`src/rtl/obstacle_frame_scheduler.sv`:
```
// obstacle_frame_scheduler
//
// Per-frame sequencer for the obstacle projection pipeline. On an accepted
// frame start it walks the frame's obstacle list in the obstacle RAM and feeds
// one obstacle word into the pipeline every OBSTACLE_GAP cycles. After the
// last obstacle it signals end-of-stream, waits for the pipeline's done (or a
// timeout), then reports frame completion and the number of triangles seen.
//
// Ports:
//   clk_i              system clock
//   rst_i              synchronous active-high reset
//   frame_start_i      single-cycle frame request (accepted in idle only)
//   obstacle_count_i   obstacles in this frame, sampled on acceptance
//   rd_addr_o          registered obstacle RAM read address
//   rd_data_i          obstacle RAM data, valid one cycle after rd_addr_o
//   obstacle_o         obstacle word to the pipeline (held between strobes)
//   obstacle_valid_o   single-cycle strobe qualifying obstacle_o
//   proj_done_o        single-cycle end-of-stream pulse to the pipeline
//   proj_done_in_i     pipeline done
//   triangle_valid_i   pipeline triangle strobe (observed only)
//   busy_o             high from accepted frame start until frame_done_o
//   frame_done_o       single-cycle completion pulse
//   timed_out_o        with frame_done_o: completion was forced by timeout
//   triangle_count_o   triangles seen this frame, saturating
//   frame_overrun_o    sticky: frame start requested while busy
module obstacle_frame_scheduler #(
  parameter int unsigned ADDR_W       = 6,
  parameter int unsigned OBSTACLE_GAP = 40,
  parameter int unsigned TIMEOUT      = 4096
) (
  input  logic              clk_i,
  input  logic              rst_i,
  input  logic              frame_start_i,
  input  logic [ADDR_W:0]   obstacle_count_i,
  output logic [ADDR_W-1:0] rd_addr_o,
  input  logic [15:0]       rd_data_i,
  output logic [15:0]       obstacle_o,
  output logic              obstacle_valid_o,
  output logic              proj_done_o,
  input  logic              proj_done_in_i,
  input  logic              triangle_valid_i,
  output logic              busy_o,
  output logic              frame_done_o,
  output logic              timed_out_o,
  output logic [15:0]       triangle_count_o,
  output logic              frame_overrun_o
);

  localparam int unsigned CntW = ADDR_W + 1;
  localparam logic [CntW-1:0] MaxObs = CntW'(2 ** ADDR_W);
  // FETCH + ISSUE take two cycles of every gap, so the wait between them is
  // OBSTACLE_GAP - 2 cycles (counter loaded with one less). After the last
  // obstacle the full gap elapses before FLUSH.
  localparam logic [7:0]  GapMid  = 8'(OBSTACLE_GAP - 3);
  localparam logic [7:0]  GapLast = 8'(OBSTACLE_GAP - 1);
  localparam logic [15:0] TmoLast = 16'(TIMEOUT - 1);

  typedef enum logic [2:0] {
    StIdle,
    StFetch,
    StIssue,
    StGap,
    StFlush,
    StWaitDone,
    StFinish
  } state_e;

  state_e            state_q, state_d;
  logic [CntW-1:0]   n_q, n_d;
  logic [CntW-1:0]   idx_q, idx_d;
  logic [ADDR_W-1:0] rd_addr_q, rd_addr_d;
  logic [15:0]       obs_q, obs_d;
  logic              obs_vld_q, obs_vld_d;
  logic [7:0]        gap_q, gap_d;
  logic [15:0]       tmo_q, tmo_d;
  logic              busy_q, busy_d;
  logic              fdone_q, fdone_d;
  logic              timed_out_q, timed_out_d;
  logic [15:0]       tri_q, tri_d;
  logic              overrun_q, overrun_d;

  logic            accept;
  logic [CntW-1:0] n_clamped;
  logic [CntW-1:0] idx_inc;

  assign accept    = frame_start_i && (state_q == StIdle);
  assign n_clamped = (obstacle_count_i > MaxObs) ? MaxObs : obstacle_count_i;
  assign idx_inc   = idx_q + CntW'(1);

  always_comb begin
    state_d     = state_q;
    n_d         = n_q;
    idx_d       = idx_q;
    rd_addr_d   = rd_addr_q;
    obs_d       = obs_q;
    obs_vld_d   = 1'b0;
    gap_d       = gap_q;
    tmo_d       = tmo_q;
    busy_d      = busy_q;
    fdone_d     = 1'b0;
    timed_out_d = timed_out_q;
    tri_d       = tri_q;
    overrun_d   = overrun_q;

    // Acceptance zeroes the count even if a triangle arrives the same cycle.
    if (accept) begin
      tri_d = 16'd0;
    end else if (busy_q && triangle_valid_i && (tri_q != 16'hFFFF)) begin
      tri_d = tri_q + 16'd1;
    end

    if (accept) begin
      overrun_d = 1'b0;
    end else if (frame_start_i && (state_q != StIdle)) begin
      overrun_d = 1'b1;
    end

    unique case (state_q)
      StIdle: begin
        if (accept) begin
          n_d         = n_clamped;
          idx_d       = '0;
          rd_addr_d   = '0;
          timed_out_d = 1'b0;
          busy_d      = 1'b1;
          state_d     = (n_clamped == '0) ? StFlush : StFetch;
        end
      end
      // rd_addr_q already holds the index; the RAM returns data next cycle.
      StFetch: state_d = StIssue;
      StIssue: begin
        obs_d     = rd_data_i;
        obs_vld_d = 1'b1;
        idx_d     = idx_inc;
        gap_d     = (idx_inc == n_q) ? GapLast : GapMid;
        state_d   = StGap;
      end
      StGap: begin
        if (gap_q == 8'd0) begin
          if (idx_q == n_q) begin
            state_d = StFlush;
          end else begin
            rd_addr_d = idx_q[ADDR_W-1:0];
            state_d   = StFetch;
          end
        end else begin
          gap_d = gap_q - 8'd1;
        end
      end
      StFlush: begin
        tmo_d   = 16'd0;
        state_d = StWaitDone;
      end
      StWaitDone: begin
        // Pipeline done takes priority over a coincident timeout.
        if (proj_done_in_i) begin
          timed_out_d = 1'b0;
          state_d     = StFinish;
        end else if (tmo_q == TmoLast) begin
          timed_out_d = 1'b1;
          state_d     = StFinish;
        end else begin
          tmo_d = tmo_q + 16'd1;
        end
      end
      StFinish: begin
        fdone_d = 1'b1;
        busy_d  = 1'b0;
        state_d = StIdle;
      end
      default: state_d = StIdle;
    endcase
  end

  always_ff @(posedge clk_i) begin
    if (rst_i) begin
      state_q     <= StIdle;
      n_q         <= '0;
      idx_q       <= '0;
      rd_addr_q   <= '0;
      obs_q       <= '0;
      obs_vld_q   <= 1'b0;
      gap_q       <= '0;
      tmo_q       <= '0;
      busy_q      <= 1'b0;
      fdone_q     <= 1'b0;
      timed_out_q <= 1'b0;
      tri_q       <= '0;
      overrun_q   <= 1'b0;
    end else begin
      state_q     <= state_d;
      n_q         <= n_d;
      idx_q       <= idx_d;
      rd_addr_q   <= rd_addr_d;
      obs_q       <= obs_d;
      obs_vld_q   <= obs_vld_d;
      gap_q       <= gap_d;
      tmo_q       <= tmo_d;
      busy_q      <= busy_d;
      fdone_q     <= fdone_d;
      timed_out_q <= timed_out_d;
      tri_q       <= tri_d;
      overrun_q   <= overrun_d;
    end
  end

  assign rd_addr_o        = rd_addr_q;
  assign obstacle_o       = obs_q;
  assign obstacle_valid_o = obs_vld_q;
  assign proj_done_o      = (state_q == StFlush);
  assign busy_o           = busy_q;
  assign frame_done_o     = fdone_q;
  assign timed_out_o      = timed_out_q;
  assign triangle_count_o = tri_q;
  assign frame_overrun_o  = overrun_q;

endmodule
```
`config.mk`:
```
export PLATFORM = sky130hd
export DESIGN_NAME = obstacle_frame_scheduler
export DESIGN_NICKNAME = d
export VERILOG_FILES = /design/src/rtl/obstacle_frame_scheduler.sv
export SDC_FILE = /design/constraint.sdc
export NUM_CORES = 1
export LEC_CHECK = 0
export ABC_AREA = 0
export BUFFER_PORTS_ARGS = -buffer_cell sky130_fd_sc_hd__buf_4
export CAP_MARGIN = 40
export CORE_MARGIN = 1
export CORE_UTILIZATION = 50
export DETAILED_ROUTE_END_ITERATION = 10
export HOLD_SLACK_MARGIN = 0.06
export PLACE_DENSITY = 0.75
export SLEW_MARGIN = 20
export SYNTH_ARGS = -nofsm -noshare
export SYNTH_HDL_FRONTEND = slang
export SYNTH_SLANG_ARGS = --single-unit
```
`constraint.sdc`:
```
create_clock -name clk_i -period 1.8 [get_ports clk_i]
set_input_delay 0.09 -clock clk_i [delete_from_list [all_inputs] [get_ports clk_i]]
set_output_delay 0.09 -clock clk_i [all_outputs]
set_load 0.005 [all_outputs]
```
==> results.json, run 1 <==
{
  "fmax_mhz": 577,
  "finalSetupViolations": 0,
  "worst_r2r_path_depth": 4,
  "synthFlopType": "dfxtp_1",
  "drtAntennaViolNets": 0,
  "fin_skew_ps": 7.93,
  "hold_viol_final": 0,
  "p_leak_nw": 2.02,
  "synth_xor_area_share_pct": 7.35,
  "drc_errors": 0,
  "post_cts_buffers": 0,
  "slew-limit-headroom_pct": 68.0,
  "worstSkewPairLatency_ps": 360,
  "dr.pass1.iters": 4,
  "fp.dieW_microns": 92.0,
  "holdWs_ps": 102,
  "ys_seq_area_share_pct": 41.5,
  "dieArea_sq_mm": 0.00847,
  "drive_gt1_share_pct": 24.7,
  "cts.sinks": 84,
  "post-synth-top-area-cell": "dfxtp_1",
  "critical_path_class": "flip-flop to flip-flop",
  "r2r_slack_ps": 70,
  "diodes": 0,
  "worst_slew_pin_slew_ps": 476,
  "syn_area_sq_mm": 0.00405,
  "synth_compound_area_share_pct": 18.8,
  "syn_avg_cell_area_sq_um": 8.42,
  "rsz0062_at_grt": "yes",
  "hold-path-endpoint": "tmo_q[15]",
  "hp-start": "rst_i",
  "vias": 3923,
  "io_pins": 72,
  "synth_seq_cells": 84,
  "whs_path_depth": 2,
  "die_h_microns": 92.0,
  "wl_microns": 10200,
  "cts_root_buffer": "clkbuf_8",
  "synth-simple-area-share_pct": 26.4,
  "crit_required_ps": 2100,
  "drt_iter0_drc": 154,
  "dp_hpwl_microns": 6800,
  "port_buffers": 71,
  "fin_crit_ps": 1730,
  "synth_edf_count": 0,
  "cp-end-kind": "flip-flop",
  "grt_pass1_wl_microns": 16900,
  "synth.mux.area_fraction_pct": 0.494,
  "critPathLaunchType": "flip-flop",
  "yosys.area_share.adder_pct": 1.54,
  "nNetsFinal": 624,
  "grt_pass1_vias": 3633,
  "async_reset_ff_share_pct": 0,
  "clkTransAtPathRegs_ps": 90,
  "power_density_mw_per_mm2": 860,
  "drv_cap": 0,
  "avgViaCountPerCell": 5.62,
  "status": "finished, final reports clean",
  "htreeDepth": 3,
  "power_w": 0.00459,
  "synth.most_common_cell": "dfxtp_1",
  "ir_drop_v": 0.000443,
  "min_period_over_period_pct": 96.2,
  "cp.arrival_ps": 2040,
  "synth_top_family_by_area": "simple AND/OR/NAND/NOR gates",
  "r2r_start": "state_q[0]",
  "clockBufferDepth": 2,
  "path_max_fanout": 12,
  "synth_common_cells": "dfxtp_1, nor2_1, nand2_1",
  "numCtsBuffers": 9,
  "gr-total-overflow": 0,
  "wl_per_cell_microns": 14.6,
  "core_area_sq_mm": 0.00777,
  "rr_endpoint": "tmo_q[11]",
  "synth_top_area_share_pct": 41.5,
  "syn-instance-count": 481,
  "synth.top_cells.by_area": "dfxtp_1, a21oi_1, nor2_1",
  "grt_max_degree": 32,
  "place_congestion": 0.832,
  "syn-num-nets": 514,
  "yosysUniqueCellTypes": 59,
  "hold_path_class": "input port to flip-flop",
  "yosysWarnings": 0,
  "start_util_pct": 52.2,
  "antenna_found_initial": 0,
  "rows": 32,
  "track_usage_pct": 24.6,
  "finalMaxSlewViolations": 0,
  "cts_tree": "built",
  "syn_to_final_growth_pct": 31.8
}
## worst max-delay path by stage
stage          startpoint            to  cells past startpoint
2_1_floorplan    tmo_q[0]     tmo_q[11]                      6
3_3_place_gp    tmo_q[12]      tmo_q[7]                      6
3_5_place_dp     tmo_q[0]      tmo_q[7]                      7
4_1_cts          tmo_q[0]     tmo_q[11]                      6
5_1_grt          gap_q[0]  rd_addr_o[1]                      7
6_report       state_q[0]     tmo_q[11]                      4
## repair_timing
item,in CTS,in global routing
setup endpoints to repair,0,28
gates resized for setup,0,17
hold buffers,24,0
endpoints found under the hold margin,24,0
## per-layer routing
metal / GRT usage [%] / vias to the layer above / share of wire [%]
li1: - / 1950 / -
met5: 0 / - / 0
met4: 8.20 / 0 / 1.4
met3: 4.81 / 14 / 5.2
met1: 32.9 / 1854 / 47
met2: 39.8 / 105 / 47
## cell type report
| type | instances | area (sq um) |
|---|---|---|
| Fill cell | 654 | 2430 |
| Multi-Input combinational cell | 365 | 2300 |
| Sequential cell | 84 | 1680 |
| Timing Repair Buffer | 125 | 998 |
| Tap cell | 102 | 128 |
| Clock buffer | 9 | 124 |
| Clock inverter | 7 | 80.1 |
| Inverter | 6 | 27.5 |
## cells in the final DEF, fill, tap and decap left out, types with 3 or more instances in the layout
cell type and n:
o21ai_0 16, xor2_1 16, o211ai_1 16, dlygate4sd3_1 24, a21oi_1 46, dfxtp_1 82
ha_1 3, clkbuf_8 9, inv_6 3, nor4_1 3, a22o_1 6, xnor2_1 17
a31oi_1 5, and3_1 11, inv_1 5, nor3b_1 3, nand2b_1 4, nor2b_1 4
a211oi_1 3, nand2_1 50, and2_1 8, nor2_1 50, nand4_1 9, buf_4 101
nand3b_1 6, or3_1 6, nor3_1 11, nor4_2 3, nand3_1 21
## per-stage QoR
stage	setup WS (ps)	util, %	setup TNS, ps	std cells	instance area, sq um
after floorplan	94.5	-	0	481	4050
after global placement	109	61.9	0	658	4810
after detailed placement	51.9	61.9	0	658	4810
after CTS	38.4	67.6	0	698	5250
after global routing	-7.43	68.8	-8.09	698	5340
final	67.6	68.8	0	698	5340
## state kept, by name, indices dropped and copies added (netlist names)
name,cells
obstacle_valid_o,1
rd_addr_o,6
idx_q,7
state_q,3
tmo_q,16
obstacle_o,16
busy_o,1
triangle_count_o,16
frame_overrun_o,1
timed_out_o,1
gap_q,8
n_q,7
frame_done_o,1
## kinds of logic after synthesis
family | Yosys count
simple gates | 208
buf+inv | 32
mux | 2
compound gates | 116
fa+ha+maj | 5
xor+xnor | 34
flops | 84
## power by group
group / switching, W / leakage [nW] / total, W / internal, W
Sequential: 0.000138 / 0.681 / 0.00213 / 0.00199
Combinational: 0.000575 / 1.24 / 0.00106 / 0.000488
Clock: 0.000745 / 0.0968 / 0.00140 / 0.000658
Total: 0.00146 / 2.02 / 0.00459 / 0.00313
## critical path: stages, from the launching register on
cell      delay [ps]
dfxtp_1          540
and4bb_2         380
o21ai_2          100
or4_1            500
a21oi_1          150
(Power assumes the default switching activity.)
==> inputs of run 2 (changes only) <==
--- a/config.mk
+++ b/config.mk
@@ -9,10 +9,9 @@
 export BUFFER_PORTS_ARGS = -buffer_cell sky130_fd_sc_hd__buf_4
 export CAP_MARGIN = 40
 export CORE_MARGIN = 1
-export CORE_UTILIZATION = 50
+export CORE_UTILIZATION = 25
 export DETAILED_ROUTE_END_ITERATION = 10
 export HOLD_SLACK_MARGIN = 0.06
-export PLACE_DENSITY = 0.75
 export SLEW_MARGIN = 20
 export SYNTH_ARGS = -nofsm -noshare
 export SYNTH_HDL_FRONTEND = slang
==> results.json, run 2 (synthesized netlist as in run 1, its figures left out) <==
{
  "r2r_slack_ps": 90,
  "place_congestion": 0.846,
  "wl_met1_microns": 4950,
  "wl_met3_microns": 538,
  "max_stage_delay_ps": 390,
  "cp-end-kind": "flip-flop",
  "crit_chain": "inv_1 > ha_1 > nor3b_2 > a21oi_2 > o211ai_1 > xor2_1 > nor3_1",
  "min_period_over_period_pct": 94.8,
  "critical_path_class": "flip-flop to flip-flop",
  "grt_pass1_wl_microns": 16800,
  "fin_skew_ps": 6.58,
  "holdWs_ps": 148,
  "power_w": 0.00508,
  "critPathLaunchType": "flip-flop",
  "wl_per_cell_microns": 13.1,
  "io_pins": 72,
  "wl_microns": 10700,
  "port_buffers": 71,
  "hold_path_class": "input port to flip-flop",
  "cts_root_buffer": "clkbuf_16",
  "numCtsBuffers": 9,
  "status": "finished, final reports clean",
  "power_density_mw_per_mm2": 912,
  "slew-limit-headroom_pct": 68.8,
  "hold_viol_final": 0,
  "multi_input_area_sq_mm": 0.00226,
  "track_usage_pct": 12.8,
  "nNetsFinal": 627,
  "final_util_pct": 35.2,
  "finalSetupViolations": 0,
  "fillCellCount": 1617,
  "r2r_start": "gap_q[0]",
  "core_area_sq_mm": 0.0158,
  "path_max_fanout": 9,
  "htreeDepth": 3,
  "cts.sinks": 84,
  "vias": 3909,
  "fmax_mhz": 586,
  "fin_crit_ps": 1710,
  "hp-start": "rst_i",
  "avgViaCountPerCell": 4.80,
  "mostFrequentLayoutCells": "buf_4, dfxtp_1, nor2_1, nand2_1, a21oi_1",
  "rows": 46,
  "dp_hpwl_microns": 7530,
  "final_common_cell": "buf_4",
  "antenna_found_initial": 0,
  "hold-path-endpoint": "busy_o",
  "finalMaxSlewViolations": 0,
  "grt_max_degree": 32,
  "dr_wl_met2_microns": 4960,
  "cp.arrival_ps": 1970,
  "dieArea_sq_mm": 0.0167,
  "gr-total-overflow": 0,
  "worst_slew_pin_slew_ps": 463,
  "drc_errors": 0,
  "crit_required_ps": 2070,
  "worst_r2r_path_depth": 7,
  "rsz0062_at_grt": "yes",
  "clockBufferDepth": 2,
  "clkTransAtPathRegs_ps": 60,
  "dr.pass1.iters": 4,
  "fp.dieW_microns": 129,
  "whs_path_depth": 2,
  "die_h_microns": 129,
  "start_util_pct": 25.6,
  "cts_tree": "built",
  "ir_drop_v": 0.000529,
  "worst_path_max_delay_cell": "dfxtp_1",
  "register_area_sq_mm": 0.00169,
  "drv_cap": 0,
  "syn_to_final_growth_pct": 37.4,
  "drtAntennaViolNets": 0,
  "diodes": 0,
  "grt_pass1_vias": 3577,
  "p_leak_nw": 2.07,
  "drt_iter0_drc": 258,
  "place_area_sq_mm": 0.00497,
  "rr_endpoint": "gap_q[6]",
  "design_area_sq_mm": 0.00557,
  "dr.max_layer_used": "met4",
  "drive_gt1_share_pct": 25.2,
  "worstSkewPairLatency_ps": 350
}
-- run 2: cell count changes in the layout (fill, tap and decap cells not counted), moves of 2 or more --
cell,before,now
clkbuf_16,0,9
clkbuf_8,9,2
buf_4,101,104
dfxtp_1,82,79
dfxtp_2,2,5
inv_6,3,0
clkinv_2,0,2
nor4_1,3,5
-- run 2: worst max-delay path by stage --
stage	endpoint	slack (ps)	startpoint	cells after the start
after global placement	tmo_q[6]	110	tmo_q[0]	6
final	gap_q[6]	90	gap_q[0]	7
after floorplan	tmo_q[11]	90	tmo_q[0]	6
after global routing	gap_q[6]	-40	gap_q[0]	7
after CTS	tmo_q[11]	50	tmo_q[0]	6
after detailed placement	tmo_q[11]	50	tmo_q[0]	6
-- run 2: per-stage QoR --
step	cells	worst slack [ps]	setup TNS, ps
2_1_floorplan	481	94.5	0
3_3_place_gp	774	110	0
3_5_place_dp	774	54.9	0
4_1_cts	814	52.4	0
5_1_grt	815	-44.3	-108
6_report	815	93.1	0
-- run 2: repair_timing --
| item | CTS | global route |
|---|---|---|
| hold buffers | 24 | 0 |
| buffers inserted | 0 | 1 |
| endpoints found under the setup margin | 0 | 31 |
| endpoints found under the hold margin | 24 | 0 |
| resized for setup | 0 | 16 |
-- run 2: final cells by class --
class                   instances  area share, %
clock inverters                 4          0.854
clock buffers                  12           4.61
flip-flops and latches         84           30.3
inverters                       6          0.494
multi-input cells             365           40.5
repair buffers                128           18.3
well taps                     216           4.86
-- run 2: power breakdown --
| part | switching, W | leakage (nW) | total, W | internal [W] |
|---|---|---|---|---|
| clock network | 0.000753 | 0.149 | 0.00190 | 0.00115 |
| registers | 0.000135 | 0.682 | 0.00213 | 0.00199 |
| logic | 0.000565 | 1.24 | 0.00105 | 0.000482 |
-- run 2: routing by layer --
layer  vias up  track usage, %
li1       1960               -
met1      1837            16.2
met2        99            20.7
met3        13            2.56
met4         0            6.16
met5         -               0
-- run 2: critical path: cells and delay by family (launching register included) --
| family | cells | cell delay, ps |
|---|---|---|
| AOI/OAI and AO/OA | 2 | 490 |
| xor gates and xnor gates | 1 | 170 |
| adders and majority gates | 1 | 200 |
| buffers and inverters | 1 | 90 |
| DFF | 1 | 390 |
| and+or+nand+nor | 2 | 300 |
==> inputs of run 3 (changes only) <==
--- a/config.mk
+++ b/config.mk
@@ -12,6 +12,7 @@
 export CORE_UTILIZATION = 25
 export DETAILED_ROUTE_END_ITERATION = 10
 export HOLD_SLACK_MARGIN = 0.06
+export PLACE_DENSITY_LB_ADDON = 0.2
 export SLEW_MARGIN = 20
 export SYNTH_ARGS = -nofsm -noshare
 export SYNTH_HDL_FRONTEND = slang
==> results.json, run 3 (synthesized netlist as in run 1, its figures left out) <==
{
  "wl_microns": 11100,
  "port_buffers": 71,
  "antenna_found_initial": 0,
  "place_area_sq_mm": 0.00506,
  "fillCellCount": 1644,
  "dr.pass1.iters": 4,
  "post_cts_buffers": 0,
  "design_area_sq_mm": 0.00571,
  "max_stage_delay_ps": 540,
  "htreeDepth": 3,
  "drtAntennaViolNets": 0,
  "cts.sinks": 84,
  "register_area_sq_mm": 0.00168,
  "dp_hpwl_microns": 7980,
  "cp_top_family": "buffers and inverters",
  "finalSetupViolations": 0,
  "multi_input_area_sq_mm": 0.00227,
  "drt_iter0_drc": 161,
  "crit_chain": "dlygate4sd3_1 > buf_4 > nor4_1 > nand2_1 > a211oi_2 > buf_4 > a22o_1",
  "slew-limit-headroom_pct": 65.7,
  "clockBufferDepth": 2,
  "grt_pass1_vias": 3649,
  "dr.max_layer_used": "met4",
  "final_util_pct": 36.1,
  "wl_met1_microns": 5530,
  "path_max_fanout": 6,
  "ir_drop_v": 0.000512,
  "wl_met3_microns": 489,
  "cts_tree": "built",
  "power_density_mw_per_mm2": 961,
  "start_util_pct": 25.6,
  "cpMostUsedCell": "buf_4",
  "drv_cap": 0,
  "fp.dieW_microns": 129,
  "wl_per_cell_microns": 13.5,
  "drive_gt1_share_pct": 25.4,
  "rows": 46,
  "drc_errors": 0,
  "worstSkewPairLatency_ps": 350,
  "nNetsFinal": 638,
  "crit_buf_inv": 3,
  "track_usage_pct": 13.8,
  "worst_path_max_delay_cell": "dlygate4sd3_1",
  "worst_slew_pin_slew_ps": 510,
  "cp.arrival_ps": 1980,
  "status": "finished, final reports clean",
  "holdWs_ps": 128,
  "fmax_mhz": 588,
  "dr_wl_met2_microns": 4940,
  "setup-tns-final_ps": 0,
  "gr-total-overflow": 0,
  "syn_to_final_growth_pct": 41.0,
  "hold_viol_final": 0,
  "final_common_cell": "buf_4",
  "place_congestion": 0.826,
  "hold_path_class": "input port to flip-flop",
  "vias": 3882,
  "grt_max_degree": 29,
  "cp-end-kind": "flip-flop",
  "grt_pass1_wl_microns": 17900,
  "io_pins": 72,
  "mostFrequentLayoutCells": "buf_4, dfxtp_1, nor2_1, nand2_1, a21oi_1",
  "dieArea_sq_mm": 0.0167,
  "min_period_over_period_pct": 94.4,
  "clkTransAtPathRegs_ps": 60,
  "p_leak_nw": 2.16,
  "die_h_microns": 129,
  "fin_crit_ps": 1700,
  "fin_skew_ps": 13.3,
  "numCtsBuffers": 9,
  "cts_root_buffer": "clkbuf_16",
  "finalMaxSlewViolations": 0,
  "critPathLaunchType": "input port",
  "core_area_sq_mm": 0.0158,
  "crit_required_ps": 2080,
  "diodes": 0,
  "avgViaCountPerCell": 4.70,
  "critical_path_class": "input port to flip-flop"
}
[run 3: final timing paths]
kind                                           from       endpoint  slack [ps]  depth (start not counted)
worst min-delay path                          rst_i         busy_o         130                          2
worst min register to register        obstacle_o[5]  obstacle_o[5]         450                          2
worst max register to register             gap_q[0]     state_q[2]         110                          8
worst max-delay path            obstacle_count_i[2]         n_q[1]         100                          7
[run 3: report_power, final]
group          total [W]  switching, W  internal [W]  leakage [nW]
clock            0.00223      0.000794       0.00144         0.176
combinational    0.00115      0.000599      0.000551          1.31
sequential       0.00211      0.000116       0.00199         0.681
total            0.00549       0.00151       0.00398          2.16
[run 3: final cells by class]
class | instances | area share, %
Sequential cell | 84 | 29.5
Tap cell | 216 | 4.73
Inverter | 6 | 0.482
Clock buffer | 11 | 4.42
Multi-Input combinational cell | 365 | 39.7
Clock inverter | 5 | 1.88
Timing Repair Buffer | 139 | 19.3
[run 3: layer usage]
| layer | global-route usage (%) | vias to the layer above |
|---|---|---|
| met4 | 5.26 | 0 |
| li1 | - | 1972 |
| met3 | 3.96 | 13 |
| met1 | 18.0 | 1828 |
| met5 | 0 | - |
| met2 | 21.3 | 69 |
[run 3: repair_timing]
action                     4_1_cts  5_1_grt
gates resized for setup          0       11
hold endpoints to repair        24        0
setup endpoints to repair        0       24
hold buffers                    24        0
[run 3: stage by stage]
step                std cells  total power, W  setup WS (ps)
floorplan                 481         0.00277           94.5
global placement          786         0.00319           61.5
detailed placement        786         0.00320           20.2
CTS                       826         0.00552           22.3
global route              826         0.00578          -11.6
finish                    826         0.00549            100
